$ cat src/rtl/fir_pkg.sv
// rtl/fir_pkg.sv - shared state encoding and default sizes for the FIR sequencer
package fir_pkg;

  localparam int NTAPS_DEF     = 16;
  localparam int DW_DEF        = 16;
  localparam int DRAIN_MAX_DEF = 64;

  typedef enum logic [2:0] {
    IDLE,
    WIND,
    LOAD,
    RUN,
    DRAIN,
    DONE
  } fir_seq_state_t;

endpackage

$ cat src/rtl/fir_phase_cnt.sv
// rtl/fir_phase_cnt.sv - loadable up-counter with clear and terminal-count compare
module fir_phase_cnt #(
  parameter int W = 5
) (
  input  logic         clk,
  input  logic         rst,
  input  logic         clr,
  input  logic         load,
  input  logic [W-1:0] load_val,
  input  logic         inc,
  input  logic [W-1:0] limit,
  output logic [W-1:0] count,
  output logic         tc
);

  // clear beats load beats increment
  always_ff @(posedge clk or posedge rst) begin
    if (rst) begin
      count <= '0;
    end else if (clr) begin
      count <= '0;
    end else if (load) begin
      count <= load_val;
    end else if (inc) begin
      count <= count + W'(1);
    end
  end

  assign tc = (count == limit);

endmodule

$ cat src/rtl/fir_seq_ctrl.sv
// rtl/fir_seq_ctrl.sv - sequencer driving wind/load/run control of a 16-tap FIR
module fir_seq_ctrl
  import fir_pkg::*;
#(
  parameter int NTAPS     = NTAPS_DEF,
  parameter int DW        = DW_DEF,
  parameter int LENW      = 16,
  parameter int DRAIN_MAX = DRAIN_MAX_DEF
) (
  input  logic            clk,
  input  logic            rst,
  input  logic            start,
  input  logic [LENW-1:0] run_len,
  input  logic            abort,
  input  logic            cfg_valid,
  output logic            cfg_ready,
  input  logic [DW-1:0]   cfg_data,
  input  logic            s_valid,
  output logic            s_ready,
  input  logic [DW-1:0]   s_data,
  output logic            fir_wind,
  output logic            fir_load,
  output logic            fir_in_valid,
  output logic [DW-1:0]   fir_data,
  input  logic            fir_out_valid,
  input  logic [DW-1:0]   fir_out,
  output logic            m_valid,
  output logic [DW-1:0]   m_data,
  output logic            busy,
  output logic            done,
  output logic            timeout
);

  localparam int CW = $clog2(NTAPS + 1);
  localparam int TW = $clog2(DRAIN_MAX + 1);

  fir_seq_state_t  state;
  logic [LENW-1:0] run_len_q;
  logic [LENW-1:0] ocnt;
  logic [CW-1:0]   cnt;
  logic            cnt_tc;
  logic [LENW-1:0] scnt;
  logic            scnt_tc;
  logic [TW-1:0]   dtmr;
  logic            dtmr_tc;
  logic            cfg_hs;
  logic            s_hs;

  assign cfg_ready = ((state == WIND) || (state == LOAD)) && (cnt < CW'(NTAPS));
  assign s_ready   = (state == RUN) && (scnt < run_len_q);
  assign cfg_hs    = cfg_valid && cfg_ready;
  assign s_hs      = s_valid && s_ready;
  assign busy      = (state != IDLE);

  fir_phase_cnt #(.W(CW)) u_cnt (
    .clk      (clk),
    .rst      (rst),
    .clr      (abort || (state == IDLE) || (cfg_hs && cnt_tc)),
    .load     (1'b0),
    .load_val ('0),
    .inc      (cfg_hs),
    .limit    (CW'(NTAPS - 1)),
    .count    (cnt),
    .tc       (cnt_tc)
  );

  fir_phase_cnt #(.W(LENW)) u_scnt (
    .clk      (clk),
    .rst      (rst),
    .clr      (abort || (state == IDLE)),
    .load     (1'b0),
    .load_val ('0),
    .inc      (s_hs),
    .limit    (run_len_q - LENW'(1)),
    .count    (scnt),
    .tc       (scnt_tc)
  );

  // idle timer only runs in DRAIN and restarts on every FIR result
  fir_phase_cnt #(.W(TW)) u_dtmr (
    .clk      (clk),
    .rst      (rst),
    .clr      (abort || (state != DRAIN) || fir_out_valid),
    .load     (1'b0),
    .load_val ('0),
    .inc      (dtmr != TW'(DRAIN_MAX)),
    .limit    (TW'(DRAIN_MAX - 1)),
    .count    (dtmr),
    .tc       (dtmr_tc)
  );

  always_ff @(posedge clk or posedge rst) begin
    if (rst) begin
      state        <= IDLE;
      run_len_q    <= '0;
      ocnt         <= '0;
      fir_wind     <= 1'b0;
      fir_load     <= 1'b0;
      fir_in_valid <= 1'b0;
      fir_data     <= '0;
      m_valid      <= 1'b0;
      m_data       <= '0;
      done         <= 1'b0;
      timeout      <= 1'b0;
    end else begin
      m_valid      <= fir_out_valid;
      m_data       <= fir_out;
      fir_wind     <= 1'b0;
      fir_load     <= 1'b0;
      fir_in_valid <= 1'b0;
      done         <= (state == DONE) && !abort;

      if (fir_out_valid && ((state == RUN) || (state == DRAIN)) && (ocnt != {LENW{1'b1}})) begin
        ocnt <= ocnt + LENW'(1);
      end

      if (abort) begin
        state <= IDLE;
        ocnt  <= '0;
      end else begin
        case (state)
          IDLE: begin
            if (start) begin
              state     <= WIND;
              run_len_q <= run_len;
              ocnt      <= '0;
              timeout   <= 1'b0;
            end
          end
          WIND: begin
            if (cfg_hs) begin
              fir_wind <= 1'b1;
              fir_data <= cfg_data;
              if (cnt_tc) state <= LOAD;
            end
          end
          LOAD: begin
            if (cfg_hs) begin
              fir_load <= 1'b1;
              fir_data <= cfg_data;
              if (cnt_tc) state <= (run_len_q == '0) ? DONE : RUN;
            end
          end
          RUN: begin
            if (s_hs) begin
              fir_in_valid <= 1'b1;
              fir_data     <= s_data;
              if (scnt_tc) state <= DRAIN;
            end
          end
          DRAIN: begin
            if (ocnt == run_len_q) begin
              state <= DONE;
            end else if (!fir_out_valid && dtmr_tc) begin
              timeout <= 1'b1;
              state   <= DONE;
            end
          end
          DONE: begin
            state <= IDLE;
          end
          default: begin
            state <= IDLE;
          end
        endcase
      end
    end
  end

endmodule

$ cat config.mk
export PLATFORM = sky130hd
export DESIGN_NAME = fir_seq_ctrl
export DESIGN_NICKNAME = d
export VERILOG_FILES = /design/src/rtl/fir_pkg.sv /design/src/rtl/fir_phase_cnt.sv /design/src/rtl/fir_seq_ctrl.sv
export SDC_FILE = /design/constraint.sdc
export NUM_CORES = 1
export LEC_CHECK = 0
export ABC_AREA = 0
export CAP_MARGIN = 0
export CORE_ASPECT_RATIO = 1.25
export CORE_MARGIN = 2
export CORE_UTILIZATION = 40
export DETAILED_ROUTE_END_ITERATION = 12
export PLACE_DENSITY = 0.72
export SETUP_SLACK_MARGIN = 0.15
export SYNTH_ARGS = -nofsm -noshare
export SYNTH_HDL_FRONTEND = slang
export SYNTH_SLANG_ARGS = --single-unit
$ cat constraint.sdc
create_clock -name clk -period 5.9 [get_ports clk]
set_clock_uncertainty 0.1 [all_clocks]
set_input_delay 1.77 -clock clk [delete_from_list [all_inputs] [get_ports clk]]
set_output_delay 1.77 -clock clk [all_outputs]
set_load 0.05 [all_outputs]
[Word level (Yosys, flattened, before mapping)]
Index checks and enable logic that the tools add are counted.
W data, S select, Z words.
Storage, ports and cells
  register bits after elaboration: 101
  bits of input ports: 71
  output and inout bits: 41
  word-level logic and storage cells: 114
Cells by class
  add/sub/neg operators: 5
  $lt $le $gt $ge: 2
  equality and inequality tests: 25
  mux-type cells: 37
  bitwise gates (word level): 1
  reductions and logical operators: 30
Operators by type and width (count)
  $mux W16: 8
  $mux W3: 11
  $add A16 B1 Y16 const B: 2
  $eq A16 B16 Y1: 2
  $pmux W16 S2: 1
  $ne A3 B3 Y1 const B: 8
  $logic_not A16 Y1: 1
  $lt A16 B16 Y1: 1
  $ne A16 B16 Y1 const B: 1
  $sub A16 B1 Y16 const B: 1
  $pmux W3 S5: 1
  $mux W7: 2
  $mux W1: 11
  $mux W5: 2
  $reduce_bool A2 Y1: 5
  $logic_and A1 B1 Y1: 9
  $reduce_and A8 Y1: 1
  $add A7 B1 Y7 const B: 1
  $eq A7 B6 Y1 const B: 1
  $ne A7 B7 Y1 const B: 1
  $eq A3 B2 Y1 const B: 2
  $eq A3 B3 Y1 const B: 2
  $logic_or A1 B1 Y1: 6
  $ne A2 B2 Y1 const B: 3
  other kinds (15): 17

[Logic depth before layout (Yosys ltp)]
Gate-level depths: netlist of the first run.
  depth after elaboration: 8
  depth in mapped cells: 11
  depth with buffers taken out: 10

[By module]
A second synthesis of the first run with hierarchy kept.
Second synthesis, totals
  cells, all modules: 607
  area, all modules: 5930.7 um2
Modules (own cells, without submodules)
  fir_seq_ctrl: times used 1, cells an instance 395, area each 3957.5 um2, seq. area each 1826.8 um2
  fir_phase_cnt (u_scnt): times used 1, cells an instance 126, area each 1184.9 um2, seq. area each 400.4 um2
  fir_phase_cnt (u_dtmr): times used 1, cells an instance 50, area each 449.2 um2, seq. area each 175.2 um2
  fir_phase_cnt (u_cnt): times used 1, cells an instance 36, area each 339.1 um2, seq. area each 125.1 um2

[Worst setup path after synthesis of the first run]
No wires, ideal clock.
  kind: register to output
  start point: register run_len_q[9]
  end point: output s_ready
  data arrival time: 2.171 ns
  required time: 4.030 ns
  slack: 1.859 ns
  stages on the path, launching flop included: 9
  buffers on the path: 1
  cell sequence: dfrtp_1 clkbuf_1 inv_1 ha_1 a21o_1 a221oi_1 nor2_1 a21oi_1 and3_1
On the way
  longest elaborated chain between the ends: 2
RTL lines
  start, declared: RTL line fir_seq_ctrl.sv:38  | logic [LENW-1:0] run_len_q;
  start signal, assigned: RTL line fir_seq_ctrl.sv:125  | run_len_q <= run_len;
  $lt A16 B16 Y1: RTL line fir_seq_ctrl.sv:50  | assign s_ready = (state == RUN) && (scnt < run_len_q);
  $logic_and A1 B1 Y1: RTL line fir_seq_ctrl.sv:50
  end, declared: RTL line fir_seq_ctrl.sv:19  | output logic s_ready,
No other way between the ends.

[Final worst setup path of the first run]
Ends and elaborated chain as after synthesis.

==> summary.txt, run 1 <==
Root Buffer - clkbuf_16
HPWL after DPL - 10,300 µm
Longest Clk Path Bufs - 2
CTS resizes - 0
post-DR vias/cell - 5.47
Leakage - 2.91 nW
Layout area overhead - 27.5%
Setup crit end - s_ready
antenna cells - 0
met3 Usage GRT - 3.19%
final core occ - 52.1%
Multi-input gate area - 0.00289 mm²
CTS buffer count - 9
Mapped Avg Cell Area - 9.95 µm²
Setup CP Type - reg -> out
Seq/Total Area, Yosys - 44.7%
hold path depth - 1
DRT Wirelength - 13,800 µm
Port Buffer Count - 111
Synth Instances - 568
Mapped Area - 0.00565 mm²
FILL cells - 1,241
clock sink count - 101
syn nets - 663
ys async rst share - 100%
chip height - 137 µm
layout cells sized above 1 - 10.2%
met2 usage in global routing - 32.4%
maximum VDD drop - 0.209 mV
reg-to-reg startpoint - run_len_q[9]
CTS tree - done
post-synthesis register bit count - 101
synth unique cells - 61
TritonRoute pass-1 iters - 4
Initial DRC Count - 221
clock input transition at the sequential cells of the worst setup and hold paths - 0.07 ns
Main synth FF type - dfrtp_1
Setup Fix Bufs, Post-CTS - 0
busiest grt layer - met2
post-layout minimum cycle time - 5.04 ns
reg2reg path depth - 9
Max-Cap Viols - 0
Hold WS - 0.408 ns
Register Area - 0.00253 mm²
reg2reg setup slack - 2.24 ns
Yosys warnings - 0
wire per inst - 16.3 µm
CP required - 4.03 ns
Tcrit/Tclk final - 85.5%
die area - 0.0151 mm²
GR Util All Layers - 18.9%
Finish-stage setup viols - 0
number of enable flip-flop cells after synthesis - 0
IO Pins - 112
Crit. End Element - output port
Routability Congestion - 0.843
Worst EP arrival - 3.17 ns
DRC viols - 0
final max-slew violation count - 0
vias in the first global route - 4,662
Worst Setup SP - run_len_q[9]
setup TNS - 0 ns
# rows - 48
initial antenna violation count - 0
crit path max fanout - 9
Starting Density - 40.9%
CP Launch Type - register
Relative slew margins - 24.4%
Overflow after GRT - 0
CTS HTree Levels - 3
largest net degree at the start of global routing - 82
HP Class - reg -> reg
Max Clock Freq - 198 MHz
first-pass GRT wire length - 22,100 µm
Die X-Extent - 110 µm
Core ar. - 0.0138 mm²
Routed Antenna Nets - 0
FF-to-FF End - fir_data[7]
CTS Hold Buffers Added - 0
vias - 4,613
pin slew with the least headroom to its limit - 1.13 ns
power per cell area - 398 mW/mm²
unrepaired setup endpoints after global routing - no
Hold Violations, Final - 0
met1 GRT Util - 22.7%
Final #Nets - 759
outcome - completed
Clock Latency Late Sink - 0.35 ns
==> metal layers <==
layer | vias up | share of wire (%)
li1 | 2219 | -
met1 | 2263 | 42
met2 | 108 | 52
met3 | 23 | 3.7
met4 | 0 | 2.6
met5 | - | 0
==> where the power goes <==
part           leakage [nW]  switching, mW  internal, mW
Combinational          1.44          0.727         0.506
Sequential             1.31          0.174         0.820
Clock                 0.160          0.268         0.374
==> cell families (layout without fill, tap and decap cells) <==
group	count (synthesis)	in the layout	synth area share [%]
AND/OR/NAND/NOR	194	194	18.8
AO/OA/AOI/OAI	103	103	11.5
flip-flops	101	101	44.7
buffers and inverters	56	157	4.12
XOR/XNOR	55	55	8.66
multiplexers	35	35	6.95
adder cells (fa/ha/maj)	24	24	5.31
==> per-stage QoR <==
stage                     cell area (µm²)  power (mW)  worst slack, ns  instances
after floorplan                      5650        1.87             1.38        568
after global placement               6880        2.20             1.29        828
after detailed placement             6880        2.24             1.23        828
after CTS                            7200        2.89            0.837        844
after global routing                 7200        3.03            0.676        844
final                                7200        2.87            0.856        844
==> state kept, by name (all words and copies together) (netlist names) <==
register,count
done,1
fir_data,16
fir_in_valid,1
fir_load,1
fir_wind,1
m_data,16
m_valid,1
ocnt,16
run_len_q,16
state,3
timeout,1
u_cnt.count,5
u_dtmr.count,7
u_scnt.count,16
==> cells in the mapped netlist, types with 15 or more instances <==
library cell | n | area [µm²]
dfrtp_1 | 101 | 2530
nand2_1 | 41 | 154
nor2_1 | 40 | 150
xnor2_1 | 36 | 315
mux2_2 | 34 | 383
a21oi_1 | 30 | 150
o21ai_0 | 28 | 140
inv_1 | 27 | 101
ha_1 | 24 | 300
clkbuf_1 | 20 | 75.1
nand3_1 | 20 | 100
xor2_1 | 18 | 158
and3_1 | 15 | 93.8
==> worst min path at each step <==
stage / startpoint / end
after floorplan: u_cnt.count[3] / u_cnt.count[3]
after global placement: fir_data[6] / fir_data[6]
after detailed placement: fir_data[6] / fir_data[6]
after CTS: fir_data[6] / fir_data[6]
after global routing: fir_data[5] / fir_data[5]
final: fir_data[15] / fir_data[15]
==> layout by cell type (no fill, tap or decap), types with 3 or more instances in the layout <==
cell type,netlist,routed
clkdlybuf4s50_1,0,111
nand2b_1,3,3
xnor2_1,36,36
a21o_1,3,3
nand2_1,41,41
and2_1,3,3
and3_1,15,15
buf_4,2,3
dfrtp_1,101,101
or4_1,13,13
nand3_1,20,20
or3_1,7,7
clkinv_4,0,4
nor4_1,5,5
nor3_1,10,10
nand4_1,13,13
a31oi_1,6,6
ha_1,24,24
o21a_1,4,4
o31ai_1,13,13
clkbuf_16,0,9
o21ai_0,28,28
nor2_1,40,39
a21oi_1,30,30
nand3b_1,3,3
xor2_1,18,18
inv_1,27,26
mux2_2,34,34
==> area by class of cell <==
cell class | instances | area share (%)
sequential | 101 | 35.1
clock inverter | 7 | 1.39
inverter | 27 | 1.44
timing repair buffer | 114 | 15.7
tap | 175 | 3.04
clock buffer | 9 | 3.13
multi-input combinational | 411 | 40.2
==> critical path, cell delays in order (launching register included) <==
cell             delay (ns)
dfrtp_1                0.55
inv_1                  0.11
ha_1                   0.32
a21o_1                 0.16
a221oi_1               0.28
nor2_1                 0.07
a21oi_1                0.30
and3_1                 0.22
clkdlybuf4s50_1        0.82
Power figures use the tool's default switching activity.
==> run 2, diff against run 1 <==
--- a/config.mk
+++ b/config.mk
@@ -12,7 +12,9 @@
 export CORE_UTILIZATION = 40
 export DETAILED_ROUTE_END_ITERATION = 12
 export PLACE_DENSITY = 0.72
+export RECOVER_POWER = 100
 export SETUP_SLACK_MARGIN = 0.15
+export SLEW_MARGIN = 0
 export SYNTH_ARGS = -nofsm -noshare
 export SYNTH_HDL_FRONTEND = slang
 export SYNTH_SLANG_ARGS = --single-unit
==> summary.txt, run 2 (same netlist as run 1, synthesis figures left out) <==
Root Buffer - clkbuf_16
# rows - 48 (unchanged)
CP Launch Type - register
pin slew with the least headroom to its limit - 3.00 ns (+1.87 ns)
reg2reg setup slack - 1.57 ns (-0.67 ns)
outcome - complete, but fails checks
CP delay by family, top - buffers and inverters
FF-to-FF End - fir_data[2]
unrepaired setup endpoints after global routing - no
clock sink count - 101 (unchanged)
clock input transition at the sequential cells of the worst setup and hold paths - 0.07 ns (about the same)
CTS Hold Buffers Added - 0 (unchanged)
Register Area - 0.00253 mm² (unchanged)
die area - 0.0151 mm² (unchanged)
critical path's slowest cell - dlygate4sd3_1
Port Buffer Count - 111 (unchanged)
leading cell type in the layout, fill and taps excluded - dfrtp_1
chip height - 137 µm (unchanged)
layout cells sized above 1 - 9.27% (-0.90 points)
first-pass GRT wire length - 22,100 µm (unchanged)
Routed Antenna Nets - 0 (unchanged)
largest net degree at the start of global routing - 82 (unchanged)
hold path depth - 1 (unchanged)
CTS tree - done
Core ar. - 0.0138 mm² (unchanged)
Max Clock Freq - 197 MHz (-0.42%)
min-delay src - fir_data[6]
IO Pins - 112 (unchanged)
CTS HTree Levels - 3 (unchanged)
TritonRoute pass-1 iters - 4 (unchanged)
HPWL after DPL - 10,300 µm (unchanged)
Finish-stage setup viols - 0 (unchanged)
setup TNS - 0 ns (unchanged)
maximum VDD drop - 0.200 mV (-4.2%)
power per cell area - 394 mW/mm² (-1.2%)
design area - 0.00719 mm² (-0.23%)
Max-Cap Viols - 3 (+3)
Worst EP arrival - 3.20 ns (+0.03 ns)
Overflow after GRT - 0 (unchanged)
Layout area overhead - 27.2%
HP Class - reg -> reg
antenna cells - 0 (unchanged)
Setup CP Type - reg -> out
Routability Congestion - 0.843 (unchanged)
Hold Violations, Final - 0 (unchanged)
hold endpoint - fir_data[6]
reg2reg path depth - 9 (unchanged)
Starting Density - 40.9% (unchanged)
final core occ - 52.0% (-0.12 points)
Relative slew margins - -100% (-120 points)
wire per inst - 16.3 µm (about the same)
initial antenna violation count - 0 (unchanged)
Post-DP Area - 0.00688 mm² (unchanged)
most frequent cells in the layout - dfrtp_1, dlygate4sd3_1, clkdlybuf4s50_1
Worst Setup SP - run_len_q[9]
post-layout minimum cycle time - 5.07 ns (+0.0215 ns)
critical path buffer and inverter count - 2 (unchanged)
GR Util All Layers - 18.9% (unchanged)
Leakage - 2.94 nW (+1.2%)
failing checks - capacitance limit, slew limit
DRT Wirelength - 13,700 µm (about the same)
CP required - 4.03 ns (about the same)
CTS resizes - 0 (unchanged)
critical path depth in cells - 8 (unchanged)
Longest Clk Path Bufs - 2 (unchanged)
post-DR vias/cell - 5.46 (-0.11%)
DRC viols - 0 (unchanged)
FILL cells - 1,245 (+0.32%)
CP cell instances - inv_1 > ha_1 > a21o_1 > a221oi_1 > nor2_1 > a21oi_1 > and3_1 > dlygate4sd3_1
Multi-input gate area - 0.00288 mm² (-0.39%)
Tot Pwr - 2.83 mW (-1.4%)
vias in the first global route - 4,662 (unchanged)
CTS buffer count - 9 (unchanged)
reg-to-reg startpoint - run_len_q[9]
Crit. End Element - output port
Tcrit/Tclk final - 85.9% (+0.36 points)
Clock Latency Late Sink - 0.35 ns (about the same)
final max-slew violation count - 133 (+133)
Setup Fix Bufs, Post-CTS - 0 (unchanged)
crit path max fanout - 9 (unchanged)
Initial DRC Count - 219 (-0.90%)
Crit path largest cell delay - 0.89 ns (+0.07 ns)
Final #Nets - 759 (unchanged)
Die X-Extent - 110 µm (unchanged)
vias - 4,608 (-0.11%)
## run 2: changes by cell type in the layout (fill, tap and decap cells not counted), moves of 2 or more
cell             change
or2_2                -2
or2_0                +2
clkdlybuf4s50_1     -61
dlygate4sd3_1       +61
## run 2: cell type report
class / count / area share (%)
multi-input combinational: 411 / 40.1
sequential: 101 / 35.2
timing repair buffer: 114 / 15.7
clock buffer: 9 / 3.13
tap: 175 / 3.05
inverter: 27 / 1.41
clock inverter: 7 / 1.39
## run 2: how the worst max path moves through the flow
stage,end,slack [ns]
floorplan,done,1.38
global placement,s_ready,1.29
detailed placement,s_ready,1.23
CTS,s_ready,0.84
global route,u_cnt.count[1],0.38
finish,s_ready,0.83
## run 2: through the flow
step                      hold slack, ns  instances  setup WS, ns
after floorplan                    0.411        568          1.38
after global placement             0.390        828          1.29
after detailed placement           0.394        828          1.23
after CTS                          0.410        844         0.837
after global routing               0.429        844         0.383
final                              0.403        844         0.834
## run 2: worst reg2reg max path, delay by kind of cell, from the launching register on
kind                       cells  cell delay, ns
muxes                          1            0.44
AOI/OAI and AO/OA              4            2.06
DFF                            1            0.55
and+or+nand+nor                2            0.65
adders and majority gates      1            0.32
buffers and inverters          1            0.11
## run 2: report_power, final
part	switching [mW]	internal, mW	total [mW]
clock	0.266	0.374	0.640
combinational	0.724	0.474	1.20
sequential	0.170	0.820	0.990
## run 2: per-layer routing
layer	vias to the layer above	GRT usage [%]	part of all wire, %
li1	2213	-	-
met1	2277	22.7	41
met2	97	32.4	52
met3	21	3.19	4.0
met4	0	9.03	2.6
met5	-	0	0
==> run 3, diff against run 2 <==
--- a/config.mk
+++ b/config.mk
@@ -8,7 +8,7 @@
 export ABC_AREA = 0
 export CAP_MARGIN = 0
 export CORE_ASPECT_RATIO = 1.25
-export CORE_MARGIN = 2
+export CORE_MARGIN = 1
 export CORE_UTILIZATION = 40
 export DETAILED_ROUTE_END_ITERATION = 12
 export PLACE_DENSITY = 0.72
==> summary.txt, run 3 (same netlist as run 1, synthesis figures left out) <==
outcome - complete, but fails checks
failing checks - capacitance limit, slew limit
reg2reg setup slack - 1.63 ns (+0.06 ns)
clock sink count - 101 (unchanged)
CP required - 4.03 ns (about the same)
# rows - 48 (unchanged)
DRT Wirelength - 13,300 µm (-3.1%)
Net Switching - 1.15 mW (-0.52%)
HPWL after DPL - 10,000 µm (-2.9%)
critical path's slowest cell - dlygate4sd3_1
Worst Setup SP - run_len_q[9]
initial antenna violation count - 0 (unchanged)
Relative slew margins - -88.5% (+12 points)
Setup Fix Bufs, Post-CTS - 0 (unchanged)
placed cells - 828 (unchanged)
HP Class - reg -> reg
Setup crit end - s_ready
CTS Hold Buffers Added - 0 (unchanged)
Finish-stage setup viols - 0 (unchanged)
Hold WS - 0.399 ns (-0.00338 ns)
layout cells sized above 1 - 9.12% (-0.15 points)
reg-to-reg startpoint - run_len_q[9]
power per cell area - 389 mW/mm² (-1.0%)
Tcrit/Tclk final - 85.9% (about the same)
Clock Latency Late Sink - 0.35 ns (about the same)
Final #Nets - 759 (unchanged)
Starting Density - 40.9% (unchanged)
pin slew with the least headroom to its limit - 2.82 ns (-0.180 ns)
Setup CP Type - reg -> out
Comb power frac - 42.7% (+0.3 points)
critical path buffer and inverter count - 2 (unchanged)
Leakage - 2.93 nW (-0.51%)
Die X-Extent - 108 µm (-1.8%)
CTS buffer count - 9 (unchanged)
chip height - 135 µm (-1.5%)
CP Launch Type - register
setup TNS - 0 ns (unchanged)
most frequent cells in the layout - dfrtp_1, dlygate4sd3_1, clkdlybuf4s50_1
vias in the first global route - 4,547 (-2.5%)
TritonRoute pass-1 iters - 4 (unchanged)
leading cell type in the layout, fill and taps excluded - dfrtp_1
Layout area overhead - 26.8%
final std cells w/o fill - 844 (unchanged)
Root Buffer - clkbuf_16
Routed Antenna Nets - 0 (unchanged)
DRC viols - 0 (unchanged)
Routability Congestion - 0.855 (+1.4%)
CP delay by family, top - buffers and inverters
P_int - 1.64 mW (-1.9%)
reg2reg path depth - 9 (unchanged)
Max Clock Freq - 197 MHz (about the same)
Port Buffer Count - 111 (unchanged)
Crit path largest cell delay - 0.89 ns (about the same)
maximum VDD drop - 0.197 mV (-1.9%)
CTS resizes - 0 (unchanged)
Sequential Power Share - 35.4% (+0.4 points)
final max-slew violation count - 109 (-18%)
IO Pins - 112 (unchanged)
Core ar. - 0.0138 mm² (unchanged)
wire per inst - 15.8 µm (-3.1%)
die area - 0.0146 mm² (-3.2%)
first-pass GRT wire length - 21,700 µm (-1.9%)
vias - 4,563 (-0.98%)
crit path max fanout - 9 (unchanged)
clock input transition at the sequential cells of the worst setup and hold paths - 0.07 ns (about the same)
FF-to-FF End - fir_data[8]
critical path depth in cells - 8 (unchanged)
Initial DRC Count - 196 (-11%)
antenna cells - 0 (unchanged)
CP cell instances - inv_1 > ha_1 > a21o_1 > a221oi_1 > nor2_1 > a21oi_1 > and3_1 > dlygate4sd3_1
Hold Violations, Final - 0 (unchanged)
Overflow after GRT - 0 (unchanged)
post-layout minimum cycle time - 5.07 ns (+0.00162 ns)
Switching Share - 41.4% (+0.33 points)
unrepaired setup endpoints after global routing - no
Clock power frac - 21.9% (-0.7 points)
Worst EP arrival - 3.20 ns (about the same)
Max-Cap Viols - 2 (-1)
GR Util All Layers - 19.0% (+0.13 points)
Longest Clk Path Bufs - 2 (unchanged)
CTS tree - done
post-DR vias/cell - 5.41 (-0.98%)
largest net degree at the start of global routing - 75 (-8.5%)
Crit. End Element - output port
CTS HTree Levels - 3 (unchanged)
run 3: cell type report:
cell class	count	area, µm²
Tap cell	175	219
Multi-Input combinational cell	411	2880
Fill cell	1250	6650
Sequential cell	101	2530
Timing Repair Buffer	114	1130
Inverter	27	101
Clock buffer	10	239
Clock inverter	6	71.3
run 3: worst min path at each step:
stage / from / endpoint / slack (ns) / cells after the start
floorplan: u_cnt.count[3] / u_cnt.count[3] / 0.41 / 2
global placement: fir_data[6] / fir_data[6] / 0.39 / 1
detailed placement: timeout / timeout / 0.39 / 2
CTS: fir_data[3] / fir_data[3] / 0.41 / 1
global route: fir_data[13] / fir_data[13] / 0.42 / 1
finish: fir_data[0] / fir_data[0] / 0.40 / 1
run 3: through the flow:
stage                     setup WS (ns)  power, mW  utilization [%]  instance area, µm²
after floorplan                    1.38       1.87                -                5650
after detailed placement           1.23       2.24             49.8                6880
after CTS                         0.832       2.85             52.0                7190
final                             0.833       2.79             51.9                7170
after global routing              0.372       2.95             51.9                7170
after global placement             1.28       2.20             49.8                6880
run 3: power groups by stage:
stage | logic, mW | clock network [mW] | registers [mW]
3_5_place_dp | 1.23 | 0 | 1.01
4_1_cts | 1.23 | 0.623 | 0.993
6_report | 1.19 | 0.610 | 0.988
3_3_place_gp | 1.21 | 0 | 0.988
5_1_grt | 1.29 | 0.650 | 1.01
2_1_floorplan | 0.720 | 0 | 1.15
run 3: worst register-to-register path, delay by kind of cell (launching register included):
kind            cells  cell delay, ns
compound gates      4            2.01
simple gates        2            0.63
flops               1            0.54
mux                 1            0.44
fa+ha+maj           1            0.32
buf+inv             1            0.11
run 3: layer usage:
metal	wire length, µm	GRT usage (%)	share of wire (%)
met5	0	0	0
met4	392	8.18	2.9
met3	595	4.15	4.5
met2	6780	32.4	51
met1	5550	22.9	42
